$ cat config.mk
export PLATFORM = sky130hd
export DESIGN_NAME = soma_display
export DESIGN_NICKNAME = d
export VERILOG_FILES = /design/src/rtl/soma_pkg.sv /design/src/rtl/soma_bin2bcd.sv /design/src/rtl/soma_display.sv
export SDC_FILE = /design/constraint.sdc
export NUM_CORES = 1
export LEC_CHECK = 0
export CAP_MARGIN = 20
export CORE_MARGIN = 2
export CORE_UTILIZATION = 50
export CTS_BUF_LIST = sky130_fd_sc_hd__clkbuf_8
export DETAILED_ROUTE_END_ITERATION = 8
export PLACE_DENSITY = 0.79
export SETUP_SLACK_MARGIN = 0.4
export SLEW_MARGIN = 20
export SYNTH_ARGS = -nofsm -noshare
export SYNTH_HDL_FRONTEND = slang
export SYNTH_HIERARCHICAL = 1
export SYNTH_SLANG_ARGS = --single-unit
$ cat constraint.sdc
create_clock -name clk -period 5 [get_ports clk]
set_input_delay 0.5 -clock clk [delete_from_list [all_inputs] [get_ports clk]]
set_output_delay 0.5 -clock clk [all_outputs]
set_load 0.01 [all_outputs]
$ cat src/rtl/soma_pkg.sv
// Shared types, segment constants and elaboration helpers for the soma_display block.
package soma_pkg;

  typedef enum logic {IDLE = 1'b0, CONVERT = 1'b1} state_e;

  localparam logic [6:0] SEG_BLANK = 7'h7F;
  localparam logic [6:0] SEG_DASH  = 7'h3F;

  // Active-low segment pattern for one decimal digit, bit0 = segment a.
  function automatic logic [6:0] seg_decode(input logic [3:0] d);
    logic [6:0] s;
    case (d)
      4'd0:    s = 7'h40;
      4'd1:    s = 7'h79;
      4'd2:    s = 7'h24;
      4'd3:    s = 7'h30;
      4'd4:    s = 7'h19;
      4'd5:    s = 7'h12;
      4'd6:    s = 7'h02;
      4'd7:    s = 7'h78;
      4'd8:    s = 7'h00;
      4'd9:    s = 7'h10;
      default: s = SEG_BLANK;
    endcase
    return s;
  endfunction

  // Number of BCD nibbles needed to hold 2^width-1.
  function automatic int bcd_digits(input int width);
    longint v;
    int     n;
    v = (longint'(1) << width) - 1;
    n = 1;
    for (int i = 0; i < 20; i++) begin
      if (v > 9) begin
        v = v / 10;
        n = n + 1;
      end
    end
    return n;
  endfunction

  function automatic longint pow10(input int n);
    longint p;
    p = 1;
    for (int i = 0; i < n; i++) p = p * 10;
    return p;
  endfunction

endpackage

$ cat src/rtl/soma_bin2bcd.sv
// Sequential double-dabble converter: one add-3/shift iteration per clock, SW iterations per load.
module soma_bin2bcd
  import soma_pkg::*;
#(
  parameter int SW = 5,
  parameter int ND = 2
) (
  input  logic            clk,
  input  logic            rst_n,
  input  logic            load_i,
  input  logic [SW-1:0]   bin_i,
  output logic            busy_o,
  output logic            valid_o,
  output logic [4*ND-1:0] bcd_o
);

  localparam int CW = $clog2(SW + 1);
  localparam int TW = 4 * ND + SW;

  state_e        state_q, state_d;
  logic [CW-1:0] cnt_q, cnt_d;
  logic [TW-1:0] shf_q, shf_d;
  logic [TW-1:0] adj, step;

  always_ff @(posedge clk or negedge rst_n) begin
    if (!rst_n) begin
      state_q <= IDLE;
      cnt_q   <= '0;
      shf_q   <= '0;
    end else begin
      state_q <= state_d;
      cnt_q   <= cnt_d;
      shf_q   <= shf_d;
    end
  end

  // Nibbles of 5..9 get +3 before the shift so they carry correctly into the next digit.
  always_comb begin
    adj = shf_q;
    for (int i = 0; i < ND; i++) begin
      if (shf_q[SW+4*i +: 4] >= 4'd5) adj[SW+4*i +: 4] = shf_q[SW+4*i +: 4] + 4'd3;
    end
    step = {adj[TW-2:0], 1'b0};
  end

  always_comb begin
    state_d = state_q;
    cnt_d   = cnt_q;
    shf_d   = shf_q;
    case (state_q)
      IDLE: begin
        if (load_i) begin
          state_d = CONVERT;
          cnt_d   = '0;
          shf_d   = {{(4*ND){1'b0}}, bin_i};
        end
      end
      CONVERT: begin
        shf_d = step;
        cnt_d = cnt_q + 1'b1;
        if (cnt_q == CW'(SW - 1)) state_d = IDLE;
      end
      default: state_d = IDLE;
    endcase
  end

  // valid_o marks the final iteration; bcd_o is the result that edge will produce.
  always_comb begin
    busy_o  = (state_q == CONVERT);
    valid_o = (state_q == CONVERT) && (cnt_q == CW'(SW - 1));
    bcd_o   = step[TW-1:SW];
  end

endmodule

$ cat src/rtl/soma_display.sv
// Adder + serial BCD conversion driving a multiplexed active-low 7-segment display.
// Optional macro SOMA_BLANK_EN blanks leading-zero digits.
module soma_display
  import soma_pkg::*;
#(
  parameter int WIDTH       = 4,
  parameter int DIGITS      = 2,
  parameter int REFRESH_DIV = 50000
) (
  input  logic              clk,
  input  logic              rst_n,
  input  logic              start,
  input  logic [WIDTH-1:0]  a,
  input  logic [WIDTH-1:0]  b,
  output logic              busy,
  output logic              done,
  output logic              ovf,
  output logic [6:0]        seg,
  output logic [DIGITS-1:0] an
);

  localparam int          SW   = WIDTH + 1;
  localparam int          ND   = bcd_digits(SW);
  localparam int          RW   = (REFRESH_DIV > 1) ? $clog2(REFRESH_DIV) : 1;
  localparam int          IW   = (DIGITS > 1) ? $clog2(DIGITS) : 1;
  localparam logic [63:0] MAXV = 64'(pow10(DIGITS) - 1);

  logic [SW-1:0]          sum, sum_q;
  logic                   load, cvt_busy, cvt_valid;
  logic [4*ND-1:0]        cvt_bcd;
  logic [4*(ND+DIGITS)-1:0] bcd_ext;
  logic                   unused_bcd;
  logic                   done_q, ovf_q;
  logic [4*DIGITS-1:0]    disp_q;
  logic [RW-1:0]          ref_q, ref_d;
  logic [IW-1:0]          idx_q, idx_d;
  logic [DIGITS-1:0]      an_q, an_d;
  logic [3:0]             cur;
  logic                   blank;

  assign sum  = {1'b0, a} + {1'b0, b};
  assign load = start && !cvt_busy;

  soma_bin2bcd #(.SW(SW), .ND(ND)) u_bin2bcd (
    .clk     (clk),
    .rst_n   (rst_n),
    .load_i  (load),
    .bin_i   (sum),
    .busy_o  (cvt_busy),
    .valid_o (cvt_valid),
    .bcd_o   (cvt_bcd)
  );

  // Zero-extend so any DIGITS/ND combination can be sliced; digits beyond DIGITS are dropped.
  assign bcd_ext    = {{(4*DIGITS){1'b0}}, cvt_bcd};
  assign unused_bcd = ^bcd_ext[4*(ND+DIGITS)-1:4*DIGITS];

  always_ff @(posedge clk or negedge rst_n) begin
    if (!rst_n) begin
      done_q <= 1'b0;
      ovf_q  <= 1'b0;
      disp_q <= '0;
      sum_q  <= '0;
    end else begin
      done_q <= cvt_valid;
      if (load) sum_q <= sum;
      if (cvt_valid) begin
        disp_q <= bcd_ext[4*DIGITS-1:0];
        ovf_q  <= ({{(64-SW){1'b0}}, sum_q} > MAXV);
      end
    end
  end

  always_comb begin
    ref_d = ref_q + 1'b1;
    idx_d = idx_q;
    if (ref_q == RW'(REFRESH_DIV - 1)) begin
      ref_d = '0;
      idx_d = (idx_q == IW'(DIGITS - 1)) ? '0 : idx_q + 1'b1;
    end
    an_d = ~(DIGITS'(1) << idx_d);
  end

  always_ff @(posedge clk or negedge rst_n) begin
    if (!rst_n) begin
      ref_q <= '0;
      idx_q <= '0;
      an_q  <= ~DIGITS'(1);
    end else begin
      ref_q <= ref_d;
      idx_q <= idx_d;
      an_q  <= an_d;
    end
  end

  always_comb begin
    cur = 4'd0;
    for (int i = 0; i < DIGITS; i++) begin
      if (idx_q == IW'(i)) cur = disp_q[4*i +: 4];
    end
  end

`ifdef SOMA_BLANK_EN
  // A digit is a leading zero when it and every higher digit are zero; units always shown.
  always_comb begin
    logic lead;
    lead  = 1'b1;
    blank = 1'b0;
    for (int i = DIGITS - 1; i >= 1; i--) begin
      lead = lead && (disp_q[4*i +: 4] == 4'd0);
      if (idx_q == IW'(i)) blank = lead;
    end
  end
`else
  assign blank = 1'b0;
`endif

  always_comb begin
    if (ovf_q)      seg = SEG_DASH;
    else if (blank) seg = SEG_BLANK;
    else            seg = seg_decode(cur);
  end

  assign busy = cvt_busy;
  assign done = done_q;
  assign ovf  = ovf_q;
  assign an   = an_q;

endmodule

==> results.cfg <==
[run_status]
outcome = complete, no violations

[clock_tree]
cts.sinks = 44
hold_buffers = 0
cts-buffers-inserted = 5
clockBufferDepth = 2
path_clk_slew_ps = 80
ctsResizeCount = 0
cts_tree = yes
worst_skew_pair.late_latency_ps = 300
h-tree-depth = 2
post_cts_buffers = 0
cts_root_buf = clkbuf_8

[sta]
tns_ps = 0
slew_viol_final = 0
tightestPinTransition_ps = 955
setup_viol_count_final = 0
fin_crit_sh_pct = 60.5
worst_slew_margin_rel_pct = 36.4
hold_viol = 0
rsz0062_at_grt = false
fmax_ghz = 0.330
fin_crit_ps = 3030
skew_ps = 5.93

[detailed_routing]
totalWireLength_um = 4470
vias = 1828
firstDrtPassIters = 4
drc_errors = 0
final_antenna_net_count = 0
viasPerCell = 5.30
wl_per_cell_um = 13.0
drtIter0Drc = 97

[final_layout]
diodes = 0
drive_gt1_share_pct = 12.0
area_delta_synth_final_pct = 9.78
instances_no_fill = 345
fin_nets = 302

[pwr]
power.internal_mw = 0.907
power_frac_clock_pct = 15.8
pwr-share-seq_pct = 38.5
switchingPower_mw = 0.562
irDropWorstVdd_v = 0.000214
p_total_mw = 1.47
p_per_area_nw_per_um2 = 500
combPwrFrac_pct = 45.7
p_sw_share_pct = 38.3
leakagePower_nw = 1.32

[logic_synthesis]
ys_types = 50
avgSynthCellArea_um2 = 10.1
synth_seq_cells = 44
synth-main-ff-cell = dfrtp_1
syn_inst = 265
async_flop_share_pct = 100
synth_top_area_share_pct = 40.2
synthesis.area_um2 = 2680
synth_largest_area_cell = dfrtp_1
synth_warnings = 6
syn-num-nets = 293
synthTopCellsByArea = dfrtp_1, ha_1, xnor2_1, mux2_2, nor2_1
seq_area_frac_synth_pct = 41.2
synth_edf_count = 0

[worst_setup_path]
crit_fanout = 8
crit_path_start = an[0]
crit_type = reg -> out
crit_required_ps = 4500
cp-start-kind = register
end_kind = output pin
rr_startpoint = u_bin2bcd/busy_o
crit_arrival_ps = 2530

[floorplanning]
ios = 23
die-width_um = 77.1
rows = 26
die_area_um2 = 5950
core-area_um2 = 5140
die_height_um = 77.1
start_util_pct = 52.0

[global_routing]
first_global_vias = 1842
grt_pass1_wl_um = 8040
overflow = 0
grt_start_max_net_pins = 45
gr-usage-all-layers_pct = 16.6
antenna_found_initial = 0

[placement]
dpl.hpwl_um = 3170
place_inst = 337
place_congestion = 0.819
numPortBuffers = 21

[run]
cap_violations = 0

[min_path]
min_path_type = in -> async
-- flip-flops by register name, indices dropped and copies added, names as in the netlist --
register,flops
u_bin2bcd/cnt_q,3
ref_q,16
u_bin2bcd/busy_o,1
an,2
disp_q,8
done,1
u_bin2bcd/shf_q,13
-- cells in the mapped netlist (2+ instances only) --
cell type,instances
buf_2,6
nor3b_1,4
a21o_1,5
o21ai_1,2
nor2b_1,4
nand2b_1,6
nand2_1,18
a31oi_1,2
buf_4,11
xor2_1,6
nand3_1,8
ha_1,16
inv_1,15
nor4_1,3
nor4_2,2
nand4_2,2
mux2i_1,6
a2111o_1,2
o21ai_0,10
dfrtp_1,43
nor3_1,4
a21oi_1,10
xnor2_1,15
nand4_1,4
mux2_2,9
o31ai_1,3
nor2_1,26
-- critical path, cell delays in order (launching register included) --
cell             delay [ps]
dfrtp_1                 640
mux2_4                  380
inv_1                   130
ha_1                    160
nor2_1                   40
o21a_1                  180
a21oi_1                 140
clkdlybuf4s50_1         560
-- per-layer routing --
metal | track usage, % | vias up | part of all wire (%)
li1 | - | 922 | -
met1 | 21.7 | 863 | 48
met5 | 0 | - | 0
met3 | 2.71 | 9 | 2.7
met4 | 8.04 | 0 | 2.4
met2 | 26.9 | 34 | 46
-- area by class of cell --
class,count,area [um^2]
clock inverter,2,11.3
tap,70,87.6
timing repair buffer,21,205
inverter,16,60.1
clock buffer,6,82.6
multi-input combinational,186,1390
fill,474,2200
sequential,44,1100
-- power by group through the flow --
| stage | sequential [mW] | clock (mW) | combinational (mW) |
|---|---|---|---|
| after floorplan | 0.513 | 0 | 0.584 |
| after global placement | 0.570 | 0 | 0.652 |
| after detailed placement | 0.575 | 0 | 0.670 |
| after CTS | 0.568 | 0.238 | 0.677 |
| after global routing | 0.586 | 0.251 | 0.755 |
| final | 0.566 | 0.232 | 0.671 |
-- worst paths after layout --
| check | slack [ps] | endpoint | depth (start not counted) |
|---|---|---|---|
| max in group asynchronous | 4060 | u_bin2bcd/shf_q[2] | 1 |
| max reg2reg | 2980 | disp_q[0] | 2 |
| min | 350 | ref_q[13] | 1 |
| max | 1970 | seg[3] | 7 |
| min in group clk | 490 | u_bin2bcd/shf_q[1] | 2 |
| min reg2reg | 490 | u_bin2bcd/shf_q[1] | 2 |
-- metrics by stage --
stage / hold WS [ps] / utilization [%] / instance area (um^2) / setup WS [ps]
2_1_floorplan: 204 / - / 2680 / 2970
3_3_place_gp: 465 / 55.3 / 2840 / 2400
3_5_place_dp: 474 / 55.3 / 2840 / 2300
4_1_cts: 384 / 57.1 / 2930 / 1950
5_1_grt: 436 / 57.1 / 2940 / 1730
6_report: 346 / 57.1 / 2940 / 1970
-- cell families after synthesis --
kind of cell	Yosys count	share of synthesized area, %
compound gates	41	9.87
xor+xnor	22	7.48
fa+ha+maj	17	8.23
buf+inv	35	7.02
flops	44	41.2
mux	18	7.95
other cells	1	0.140
simple gates	87	18.1
-- placed cells by master (no fill, tap or decap), types with 2 or more instances in the layout --
cell,count
a2111o_1,2
a21o_1,5
a21oi_1,10
a31oi_1,2
clkbuf_8,6
clkdlybuf4s50_1,20
dfrtp_1,43
ha_1,16
inv_1,16
mux2_2,9
mux2i_1,6
nand2_1,18
nand2b_1,6
nand3_1,8
nand4_1,4
nand4_2,2
nor2_1,26
nor2b_1,3
nor3_1,4
nor3b_1,4
nor4_1,3
nor4_2,2
o21ai_0,10
o21ai_1,2
o31ai_1,3
xnor2_1,15
xor2_1,6
Note: power is estimated with default switching activity, not from simulation.
